## src/rtl/product_bcd_display_pkg.sv

```systemverilog
// rtl/product_bcd_display_pkg.sv - shared constants, FSM states and 7-segment lookup
package product_bcd_display_pkg;

    localparam int NUM_BCD_DIGITS = 5;
    localparam int NUM_ANODES     = 8;

    typedef enum logic [1:0] {
        ST_IDLE    = 2'd0,
        ST_CONVERT = 2'd1,
        ST_LATCH   = 2'd2
    } dd_state_e;

    localparam logic [6:0] SEG_BLANK = 7'h7F;

    // Active-low cathodes, bit order {g,f,e,d,c,b,a}; 10..15 never occur and stay dark.
    function automatic logic [6:0] seg_lookup(input logic [3:0] digit);
        logic [6:0] seg;
        case (digit)
            4'd0:    seg = 7'h40;
            4'd1:    seg = 7'h79;
            4'd2:    seg = 7'h24;
            4'd3:    seg = 7'h30;
            4'd4:    seg = 7'h19;
            4'd5:    seg = 7'h12;
            4'd6:    seg = 7'h02;
            4'd7:    seg = 7'h78;
            4'd8:    seg = 7'h00;
            4'd9:    seg = 7'h10;
            default: seg = SEG_BLANK;
        endcase
        return seg;
    endfunction

endpackage

```

## src/rtl/product_bcd_display_if.sv

```systemverilog
// rtl/product_bcd_display_if.sv - product input handshake and display output bundle
interface product_bcd_display_if;
    logic [15:0] product;
    logic        product_valid;
    logic        busy;
    logic [19:0] bcd;
    logic [6:0]  seg;
    logic        dp;
    logic [7:0]  an;

    modport master (output product, product_valid, input busy, bcd, seg, dp, an);
    modport slave  (input product, product_valid, output busy, bcd, seg, dp, an);
endinterface

```

## src/rtl/bin2bcd_dd.sv

```systemverilog
// rtl/bin2bcd_dd.sv - sequential double-dabble, one product bit per clock
module bin2bcd_dd
    import product_bcd_display_pkg::*;
(
    input  logic        clk,
    input  logic        reset,
    input  logic [15:0] product,
    input  logic        product_valid,
    output logic        busy,
    output logic [19:0] bcd
);

    dd_state_e   state_q, state_d;
    logic [15:0] shift_q, shift_d;
    logic [19:0] scratch_q, scratch_d;
    logic [3:0]  cnt_q, cnt_d;
    logic [19:0] bcd_q, bcd_d;
    logic [19:0] adj;

    // Add-3 correction on every nibble before the shift keeps each nibble a valid BCD digit.
    always_comb begin
        adj = scratch_q;
        for (int i = 0; i < NUM_BCD_DIGITS; i++) begin
            if (scratch_q[4*i +: 4] >= 4'd5) begin
                adj[4*i +: 4] = scratch_q[4*i +: 4] + 4'd3;
            end
        end
    end

    always_comb begin
        state_d   = state_q;
        shift_d   = shift_q;
        scratch_d = scratch_q;
        cnt_d     = cnt_q;
        bcd_d     = bcd_q;
        case (state_q)
            ST_IDLE: begin
                if (product_valid) begin
                    shift_d   = product;
                    scratch_d = '0;
                    cnt_d     = '0;
                    state_d   = ST_CONVERT;
                end
            end
            ST_CONVERT: begin
                {scratch_d, shift_d} = {adj[18:0], shift_q, 1'b0};
                cnt_d = cnt_q + 4'd1;
                if (cnt_q == 4'd15) begin
                    state_d = ST_LATCH;
                end
            end
            ST_LATCH: begin
                bcd_d   = scratch_q;
                state_d = ST_IDLE;
            end
            default: state_d = ST_IDLE;
        endcase
    end

    always_ff @(posedge clk or negedge reset) begin
        if (!reset) begin
            state_q   <= ST_IDLE;
            shift_q   <= '0;
            scratch_q <= '0;
            cnt_q     <= '0;
            bcd_q     <= '0;
        end else begin
            state_q   <= state_d;
            shift_q   <= shift_d;
            scratch_q <= scratch_d;
            cnt_q     <= cnt_d;
            bcd_q     <= bcd_d;
        end
    end

    assign busy = (state_q != ST_IDLE);
    assign bcd  = bcd_q;

endmodule

```

## src/rtl/product_bcd_display.sv

```systemverilog
// rtl/product_bcd_display.sv - product to BCD conversion and multiplexed 7-segment drive
module product_bcd_display
    import product_bcd_display_pkg::*;
#(
    parameter int REFRESH_DIV = 100000,
    parameter bit BLANK_LEAD  = 1'b1
) (
    input  logic                  clk,
    input  logic                  reset,
    product_bcd_display_if.slave  pif
);

    localparam int CNT_W = (REFRESH_DIV > 2) ? $clog2(REFRESH_DIV) : 1;

    logic                  busy_w;
    logic [19:0]           bcd_w;
    logic [CNT_W-1:0]      refresh_q, refresh_d;
    logic [2:0]            idx_q, idx_d;
    logic [NUM_ANODES-1:0] an_q, an_d;
    logic [6:0]            seg_q, seg_d;
    logic [19:0]           upper;
    logic [3:0]            digit;
    logic                  lit;

    bin2bcd_dd u_dd (
        .clk           (clk),
        .reset         (reset),
        .product       (pif.product),
        .product_valid (pif.product_valid),
        .busy          (busy_w),
        .bcd           (bcd_w)
    );

    always_comb begin
        refresh_d = refresh_q + CNT_W'(1);
        idx_d     = idx_q;
        if (refresh_q == CNT_W'(REFRESH_DIV - 1)) begin
            refresh_d = '0;
            idx_d     = idx_q + 3'd1;
        end
    end

    // upper holds digits idx..4; if all are zero the slot is a leading zero.
    always_comb begin
        upper = bcd_w >> {idx_q, 2'b00};
        digit = upper[3:0];
        lit   = (idx_q < 3'(NUM_BCD_DIGITS)) &&
                ((idx_q == 3'd0) || !BLANK_LEAD || (upper != '0));
        an_d  = '1;
        seg_d = SEG_BLANK;
        if (lit) begin
            an_d  = ~(NUM_ANODES'(1) << idx_q);
            seg_d = seg_lookup(digit);
        end
    end

    always_ff @(posedge clk or negedge reset) begin
        if (!reset) begin
            refresh_q <= '0;
            idx_q     <= '0;
            an_q      <= '1;
            seg_q     <= SEG_BLANK;
        end else begin
            refresh_q <= refresh_d;
            idx_q     <= idx_d;
            an_q      <= an_d;
            seg_q     <= seg_d;
        end
    end

    assign pif.busy = busy_w;
    assign pif.bcd  = bcd_w;
    assign pif.an   = an_q;
    assign pif.seg  = seg_q;
    assign pif.dp   = 1'b1;

endmodule

```

## src/flat_wrapper.sv

```systemverilog
// flat-port wrapper written by rule: the top's interface ports become plain ports
module product_bcd_display_flat import product_bcd_display_pkg::*;
#(
    parameter int REFRESH_DIV = 100000,
    parameter bit BLANK_LEAD  = 1'b1
)
  (clk, reset, pif_product, pif_product_valid, pif_busy, pif_bcd, pif_seg, pif_dp, pif_an);
  product_bcd_display_if pif_i ();
  input  logic clk;
  input  logic reset;
  input wire logic [$bits(pif_i.product)-1:0] pif_product;
  input wire logic [$bits(pif_i.product_valid)-1:0] pif_product_valid;
  output wire logic [$bits(pif_i.busy)-1:0] pif_busy;
  output wire logic [$bits(pif_i.bcd)-1:0] pif_bcd;
  output wire logic [$bits(pif_i.seg)-1:0] pif_seg;
  output wire logic [$bits(pif_i.dp)-1:0] pif_dp;
  output wire logic [$bits(pif_i.an)-1:0] pif_an;
  assign pif_i.product = pif_product;
  assign pif_i.product_valid = pif_product_valid;
  assign pif_busy = pif_i.busy;
  assign pif_bcd = pif_i.bcd;
  assign pif_seg = pif_i.seg;
  assign pif_dp = pif_i.dp;
  assign pif_an = pif_i.an;
  product_bcd_display #(.REFRESH_DIV(REFRESH_DIV), .BLANK_LEAD(BLANK_LEAD)) u_core (.clk(clk), .reset(reset), .pif(pif_i));
endmodule
```

## config.mk

```make
export PLATFORM = sky130hd
export DESIGN_NAME = product_bcd_display_flat
export DESIGN_NICKNAME = d
export VERILOG_FILES = /design/src/rtl/product_bcd_display_pkg.sv /design/src/rtl/product_bcd_display_if.sv /design/src/rtl/bin2bcd_dd.sv /design/src/rtl/product_bcd_display.sv /design/src/flat_wrapper.sv
export SDC_FILE = /design/constraint.sdc
export NUM_CORES = 1
export LEC_CHECK = 0
export CORE_MARGIN = 2
export CORE_UTILIZATION = 59
export CTS_CLUSTER_SIZE = 40
export DETAILED_ROUTE_END_ITERATION = 6
export PLACE_DENSITY = 0.84
export SKIP_CTS_REPAIR_TIMING = 1
export SLEW_MARGIN = 30
export SYNTH_ARGS = -nofsm -noshare
export SYNTH_HDL_FRONTEND = slang
export SYNTH_SLANG_ARGS = --single-unit
export TNS_END_PERCENT = 5
```

## constraint.sdc

```tcl
create_clock -name clk -period 5.1 [get_ports clk]
set_clock_uncertainty 0.2 [all_clocks]
set_input_delay 1.275 -clock clk [delete_from_list [all_inputs] [get_ports clk]]
set_output_delay 1.275 -clock clk [all_outputs]
set_load 0.02 [all_outputs]
```

# Word level (Yosys, flattened, before mapping)
# Memory sizes are Yosys's and may differ from the RTL's.
# Cells that the tools add are included.
totals:
  memories: 1
  reg_bits: 97
  mem_bits_ro: 112
  output_inout_bits: 37
  wordCells: 59
memory_table:
  columns: ["name", "depth", "width", "read_ports", "rd_ports_with_merged_regs", "wr", "line", "rtl"]
  rows:
  - ["(name not given)", 16, 7, 1, 0, 0, "product_bcd_display_pkg.sv:18", "case (digit)"]
op_classes:
  muxes: 17
  bitwise: 1
  n_addsub: 8
  magnitude_cmp: 6
  n_reduce_logical: 9
  shifts: 2
  n_eq_ne: 6
ops:
  columns: ["op", "n"]
  rows:
  - ["one-hot mux 20 bit (2 select lines)", 1]
  - ["one-hot mux 16 bit (2 select lines)", 1]
  - ["greater-or-equal comparator 4 x 3 -> 1 bit (second input constant)", 5]
  - ["2-to-1 mux 20 bit", 1]
  - ["2-to-1 mux 4 bit", 5]
  - ["nonzero test 20 bit", 1]
  - ["right shift 20 x 5 -> 20 bit", 1]
  - ["adder 17 x 1 -> 17 bit (second input constant)", 1]
  - ["== test 17 bit (second input constant)", 1]
  - ["2-to-1 mux 17 bit", 1]
  - ["adder 4 x 2 -> 4 bit (second input constant)", 4]
  - ["2-to-1 mux 16 bit", 1]
  - ["2-to-1 mux 8 bit", 1]
  - ["inverter 8 bit", 1]
  - ["one-hot mux 4 bit (2 select lines)", 1]
  - ["<< shifter 1 x 3 -> 8 bit (first input constant)", 1]
  - ["2-to-1 mux 7 bit", 1]
  - ["adder 4 x 1 -> 4 bit (second input constant)", 1]
  - ["== test 4 bit (second input constant)", 1]
  - ["2-to-1 mux 2 bit", 2]
  - ["!= test 2 bit (second input constant)", 2]
  - ["one-hot mux 2 bit (2 select lines)", 1]
  - ["AND reduction 2 bit", 2]
  - ["nonzero test 2 bit", 2]
  - ["other kinds (10)", 10]

# Logic depth before layout (Yosys ltp)
# Gate-level depths: netlist of the first run.
depth:
  depth_word: 5
  ltp_mapped: 11
  mapped_depth_nobuf: 9

# By module
# From an unflattened synthesis of the first run, not the netlist that was laid out.
hier_totals:
  hier_cells: 502
  hier_area_um2: 5081.1
modules_own_cells:
  columns: ["mod", "area_per_inst_um2", "cells_per_inst", "instances", "seq_area_each_um2"]
  rows:
  - ["bin2bcd_dd", 3017.9, 300, 1, 1551.5]
  - ["product_bcd_display", 2063.2, 202, 1, 894.6]

# Worst setup path after synthesis of the first run
# No wires, ideal clock.
synth_timing:
  path_type: "input to register"
  start: "in pif_product_valid"
  end: "reg u_core.u_dd.scratch_q[11]"
  path_buffers: 2
  arrival_time_ns: 2.385
  t_required_ns: 4.778
  cell_stages: 6
  slack_ns: 2.394
  path_cell_list: "or3b_2 -> buf_2 -> nand2_1 -> buf_2 -> o31ai_1 -> a32o_1"
synth_between:
  elab_chain_len: 2
synth_rtl:
  columns: ["element", "line", "rtl"]
  rows:
  - ["from (decl)", "flat_wrapper.sv:12", "input wire logic [$bits(pif_i.product_valid)-1:0] pif_product_valid;"]
  - ["!= test 2 bit (no source line)", null, null]
  - ["AND reduction 2 bit (no source line)", null, null]
  - ["to (signal assigned)", "bin2bcd_dd.sv:70", "scratch_q <= scratch_d;"]
  - ["to (decl)", "bin2bcd_dd.sv:15", "logic [19:0] scratch_q, scratch_d;"]
# No other way between the ends.
# A chain may end at the register's enable or synchronous reset.

# Final worst setup path of the first run
layout_timing:
  start: "in pif_product_valid"
  end: "reg u_core.u_dd.scratch_q[7]"
# The elaborated chain is that of the path after synthesis.

==> results.py, run 1 <==
metrics = {
    "floorplan": {
        "die_x_um": 93.8,
        "rows": 32,
        "core_mm2": 0.00777,
        "die_y_um": 93.8,
        "ios": 56,
        "die_area_mm2": 0.00880,
        "start_util_pct": 61.3,
    },
    "worst_hold_path": {
        "min_path_type": "reg -> reg",
        "worstHoldStart": "u_core.u_dd.shift_q[15]",
    },
    "global_routing": {
        "antenna_found_initial": 0,
        "grt_use_total_pct": 23.4,
        "grt_first_pass_wirelength_mm": 16.1,
        "grt.overflow.total": 0,
        "grt_pass1_vias": 3320,
        "grt_max_degree": 66,
    },
    "drt": {
        "drt_iter0_markers": 181,
        "vias_per_cell": 5.83,
        "wl_per_cell_um": 15.8,
        "num_vias": 3503,
        "drt-total-wl_mm": 9.49,
        "drt_first_pass_iters": 4,
        "drtAntennaViolNets": 0,
        "drc": 0,
    },
    "synth": {
        "synthArstFlopShare_pct": 100,
        "synthFlopType": "dfrtp_1",
        "synthCells": 449,
        "synth.net_count": 491,
        "synth_area_mm2": 0.00476,
        "synth_most_common_cell": "dfrtp_1",
        "yosysSeqAreaShare_pct": 51.4,
        "post_synth.cell_area_avg_um2": 10.6,
        "ys_top_cells_by_count": "dfrtp_1, nor2_1, o21ai_0",
        "synth_top_area_share_pct": 43.1,
        "synth-edff-count": 0,
        "ys_seq_elements": 97,
        "yosysTopAreaCell": "dfrtp_1",
        "ys_warn_count": 0,
        "synth.distinct_cells": 51,
        "synth_area_leaders": "dfrtp_1, dfstp_2, ha_1",
    },
    "sta": {
        "fin_crit_sh_pct": 67.6,
        "period_minus_slack_ps": 3450,
        "max_freq_ghz": 0.290,
        "rsz0062_at_grt": "false",
        "slew_headroom_pct": 44.3,
        "setup_tns_ps": 0,
        "hold_viol_final": 0,
        "tightest_slew_ps": 831,
        "finalSetupViolCount": 0,
        "finalMaxSlewViolations": 0,
        "timing.hold.ws_ps": 280,
    },
    "setup_path": {
        "worstPathArrival_ps": 3500,
        "crit_type": "in -> reg",
        "crit_required_ps": 5160,
        "worst-path-max-fanout": 37,
        "cp-startpoint": "pif_product_valid",
        "end_kind": "flop",
        "reg2reg_from": "u_core.idx_q[0]",
        "worstSetupStartpointType": "input port",
    },
    "final_layout": {
        "drive_gt1_share_pct": 13.6,
        "num-nets-final": 536,
        "stdcell_count": 601,
        "final_util_pct": 71.6,
        "fillers": 568,
        "final_design_area_no_fill_mm2": 0.00556,
        "syn_to_final_growth_pct": 16.9,
        "diodes": 0,
    },
    "cts": {
        "cts_sinks": 97,
        "cts_root_buf": "clkbuf_8",
        "clk_pin_slew_ps": 100,
        "cts_buffer_depth": 2,
        "insertion_delay_ps": 370,
        "cts_tree": "built",
        "htree_num_levels": 3,
        "cts_buffers": 9,
    },
    "placement": {
        "place.gp.congestion": 0.823,
        "dp.cells": 585,
        "placed_cell_area_mm2": 0.00533,
        "port-buffer-count": 54,
        "dpl.hpwl_mm": 6.37,
    },
    "power": {
        "p_leak_nw": 2.31,
        "powerDensity_mw_per_mm2": 495,
        "vdd_drop_max_mv": 0.363,
    },
    "run": {
        "cap_viol_max_count": 0,
    },
    "outcome": {
        "status": "finished, final reports clean",
    },
}
path summary, 6_finish.rpt:
kind,depth (start not counted),end,slack (ps)
worst max-delay path,6,u_core.u_dd.scratch_q[7],1650
worst min-delay path,2,u_core.u_dd.scratch_q[0],280
worst max register to register,9,u_core.pif.seg[6],2010
worst min register to register,2,u_core.u_dd.scratch_q[0],280
max in group asynchronous,2,u_core.pif.an[4],3000
min in group asynchronous,1,u_core.u_dd.shift_q[11],770
per-stage QoR:
stage	total power, mW	setup slack (ps)
2_1_floorplan	1.86	2390
3_3_place_gp	2.13	1380
3_5_place_dp	2.18	1320
4_1_cts	2.75	1670
5_1_grt	2.94	1580
6_report	2.75	1650
cells by family after synthesis:
logic type,count (synthesis),share of synthesized area (%)
AND/OR/NAND/NOR,145,15.1
flip-flops,97,51.4
XOR/XNOR,25,4.60
AO/OA/AOI/OAI,88,12.1
adder cells (fa/ha/maj),23,6.05
buffers and inverters,41,3.97
multiplexers,29,6.63
other,1,0.0788
final cells by class:
class	count	area (µm²)	share of cell area, %
clock buffer	10	138	2.48
clock inverter	6	90.1	1.62
inverter	18	67.6	1.22
multi-input combinational	311	2130	38.3
sequential	97	2450	44.0
tap	102	128	2.30
timing repair buffer	57	561	10.1
per-layer routing:
layer	track usage (%)	vias to the layer above	routed length, µm
met1	31.9	1734	4310
met2	36.7	92	4600
met4	10.0	0	206
li1	-	1659	-
met3	4.74	18	369
met5	0	-	0
flip-flops by register name, indices dropped and copies added (netlist names):
name / cells
u_core.u_dd.shift_q: 16
u_core.pif.seg: 7
u_core.u_dd.scratch_q: 20
u_core.refresh_q: 17
u_core.u_dd.cnt_q: 4
u_core.pif.an: 8
u_core.u_dd.bcd: 20
u_core.u_dd.state_q: 2
u_core.idx_q: 3
worst max-delay path, stage by stage:
cell and delay, ps:
clkdlybuf4s50_1 450, or3b_2 430, buf_4 270, nand2_1 620, o31ai_1 190, a32o_1 260
cell usage in the layout, fill, tap and decap left out, types with 18 or more instances in the layout:
cell	n
clkdlybuf4s50_1	53
dfrtp_1	82
ha_1	23
inv_1	18
mux2_2	20
nand2_1	23
nand3_1	26
nor2_1	52
o21ai_0	27
o22ai_1	18
report_power, final:
group          total (mW)  internal (mW)  switching [mW]
Sequential           1.19          0.985           0.201
Combinational        1.00          0.448           0.554
Clock               0.564          0.291           0.273
(Power assumes the default switching activity.)
==> run 2, diff against run 1 <==
--- a/config.mk
+++ b/config.mk
@@ -6,10 +6,10 @@
 export NUM_CORES = 1
 export LEC_CHECK = 0
 export CORE_MARGIN = 2
-export CORE_UTILIZATION = 59
+export CORE_UTILIZATION = 56
 export CTS_CLUSTER_SIZE = 40
 export DETAILED_ROUTE_END_ITERATION = 6
-export PLACE_DENSITY = 0.84
+export PLACE_DENSITY = 0.8
 export SKIP_CTS_REPAIR_TIMING = 1
 export SLEW_MARGIN = 30
 export SYNTH_ARGS = -nofsm -noshare
==> constraint.sdc (replaced) <==
create_clock -name clk -period 3.2 [get_ports clk]
set_clock_uncertainty 0.2 [all_clocks]
set_input_delay 0.8 -clock clk [delete_from_list [all_inputs] [get_ports clk]]
set_output_delay 0.8 -clock clk [all_outputs]
set_load 0.02 [all_outputs]
==> run 2 against run 1 <==
Net effect:
- power is 54% higher
- combinational power up 61%
- final area is 0.36% higher
- die area is 5.1% higher
- routed wire length rose by 2.2%
- worst setup slack worse by 1300 ps
- sequential cell count did not move
==> results.py, run 2 (same netlist as run 1, synthesis figures left out) <==
metrics = {
    "final_layout": {
        "syn_to_final_growth_pct": 17.3,
        "final_util_pct": 67.9,
        "final_design_area_no_fill_mm2": 0.00558,
        "multi_input_area_mm2": 0.00213,
        "diodes": 0,
        "drive_gt1_share_pct": 14.5,
        "fillers": 659,
        "final_cell_mix": "dfrtp_1, clkdlybuf4s50_1, nor2_1",
        "num-nets-final": 542,
        "seq_area_mm2": 0.00245,
        "final_common_cell": "dfrtp_1",
        "stdcell_count": 610,
    },
    "drt": {
        "drc": 0,
        "drt_first_pass_iters": 4,
        "wl_per_cell_um": 15.9,
        "vias_per_cell": 5.70,
        "drt_iter0_markers": 180,
        "drtAntennaViolNets": 0,
        "num_vias": 3477,
        "drt-total-wl_mm": 9.69,
    },
    "worst_hold_path": {
        "min_path_type": "in -> async",
    },
    "placement": {
        "placed_cell_area_mm2": 0.00539,
        "port-buffer-count": 54,
        "dpl.hpwl_mm": 7.04,
        "post-place-ws_ps": 380,
        "place.gp.congestion": 0.910,
        "dp.cells": 594,
    },
    "floorplan": {
        "ios": 56,
        "die_area_mm2": 0.00925,
        "die_x_um": 96.2,
        "rows": 33,
        "die_y_um": 96.2,
        "start_util_pct": 57.9,
        "core_mm2": 0.00822,
    },
    "cts": {
        "cts_tree": "built",
        "cts_root_buf": "clkbuf_8",
        "cts_buffers": 9,
        "cts_buffer_depth": 2,
        "htree_num_levels": 3,
        "clk_pin_slew_ps": 90,
        "insertion_delay_ps": 350,
        "cts_sinks": 97,
    },
    "sta": {
        "timing.hold.ws_ps": 173,
        "tightest_slew_ps": 844,
        "max_freq_ghz": 0.350,
        "period_minus_slack_ps": 2860,
        "setup_ws_ps": 342,
        "setup_tns_ps": 0,
        "finalSetupViolCount": 0,
        "fin_crit_sh_pct": 89.3,
        "rsz0062_at_grt": "false",
        "hold_viol_final": 0,
        "slew_headroom_pct": 43.6,
        "finalMaxSlewViolations": 0,
    },
    "setup_path": {
        "rr_endpoint": "u_core.pif.seg[6]",
        "worst-path-max-fanout": 11,
        "crit_type": "reg -> reg",
        "reg2reg_from": "u_core.idx_q[1]",
        "worstPathArrival_ps": 2910,
        "end_kind": "flop",
        "reg2regPathDepth": 9,
        "crit_required_ps": 3250,
        "worstSetupStartpointType": "flop",
        "r2r_setup_slack_ps": 340,
    },
    "global_routing": {
        "grt_max_degree": 45,
        "antenna_found_initial": 0,
        "grt.overflow.total": 0,
        "grt_pass1_vias": 3441,
        "grt_use_total_pct": 23.0,
        "grt_first_pass_wirelength_mm": 16.4,
    },
    "outcome": {
        "status": "finished, final reports clean",
    },
    "power": {
        "p_leak_nw": 2.33,
        "p_total_mw": 4.25,
        "powerDensity_mw_per_mm2": 762,
        "vdd_drop_max_mv": 0.504,
    },
    "run": {
        "cap_viol_max_count": 0,
    },
}
run 2: critical path: stages (launching register included):
cell and delay [ps]:
dfrtp_1 500, or2_1 390, o22ai_1 220, a21o_1 260, inv_1 120, ha_1 190, inv_1 80, o311ai_1 140
a22oi_2 480, o311ai_1 180
run 2: power breakdown:
group,switching (mW),internal (mW),leakage (nW)
Sequential,0.311,1.57,1.17
Clock,0.408,0.350,0.100
Combinational,0.884,0.727,1.06
Total,1.60,2.65,2.33
run 2: how the worst max path moves through the flow:
stage / start / end / slack [ps] / cells after the start
5_1_grt: u_core.idx_q[1] / u_core.pif.seg[2] / 90 / 9
3_5_place_dp: u_core.idx_q[1] / u_core.pif.seg[6] / 380 / 9
6_report: u_core.idx_q[1] / u_core.pif.seg[6] / 340 / 9
2_1_floorplan: u_core.idx_q[1] / u_core.pif.seg[0] / 800 / 11
3_3_place_gp: u_core.idx_q[1] / u_core.pif.seg[6] / 530 / 9
4_1_cts: u_core.idx_q[1] / u_core.pif.seg[6] / 360 / 9
run 2: area by class of cell:
class	instances	area share, %
timing repair buffer	63	11.1
tap	105	2.35
inverter	18	1.21
multi-input combinational	311	38.1
clock buffer	13	3.03
clock inverter	3	0.404
sequential	97	43.8
run 2: metal layers:
metal	track usage [%]	wire (µm)	vias to the layer above
met5	0	0	-
met4	8.69	162	0
met3	4.15	387	14
met2	37.7	4900	84
met1	30.6	4240	1704
li1	-	-	1675
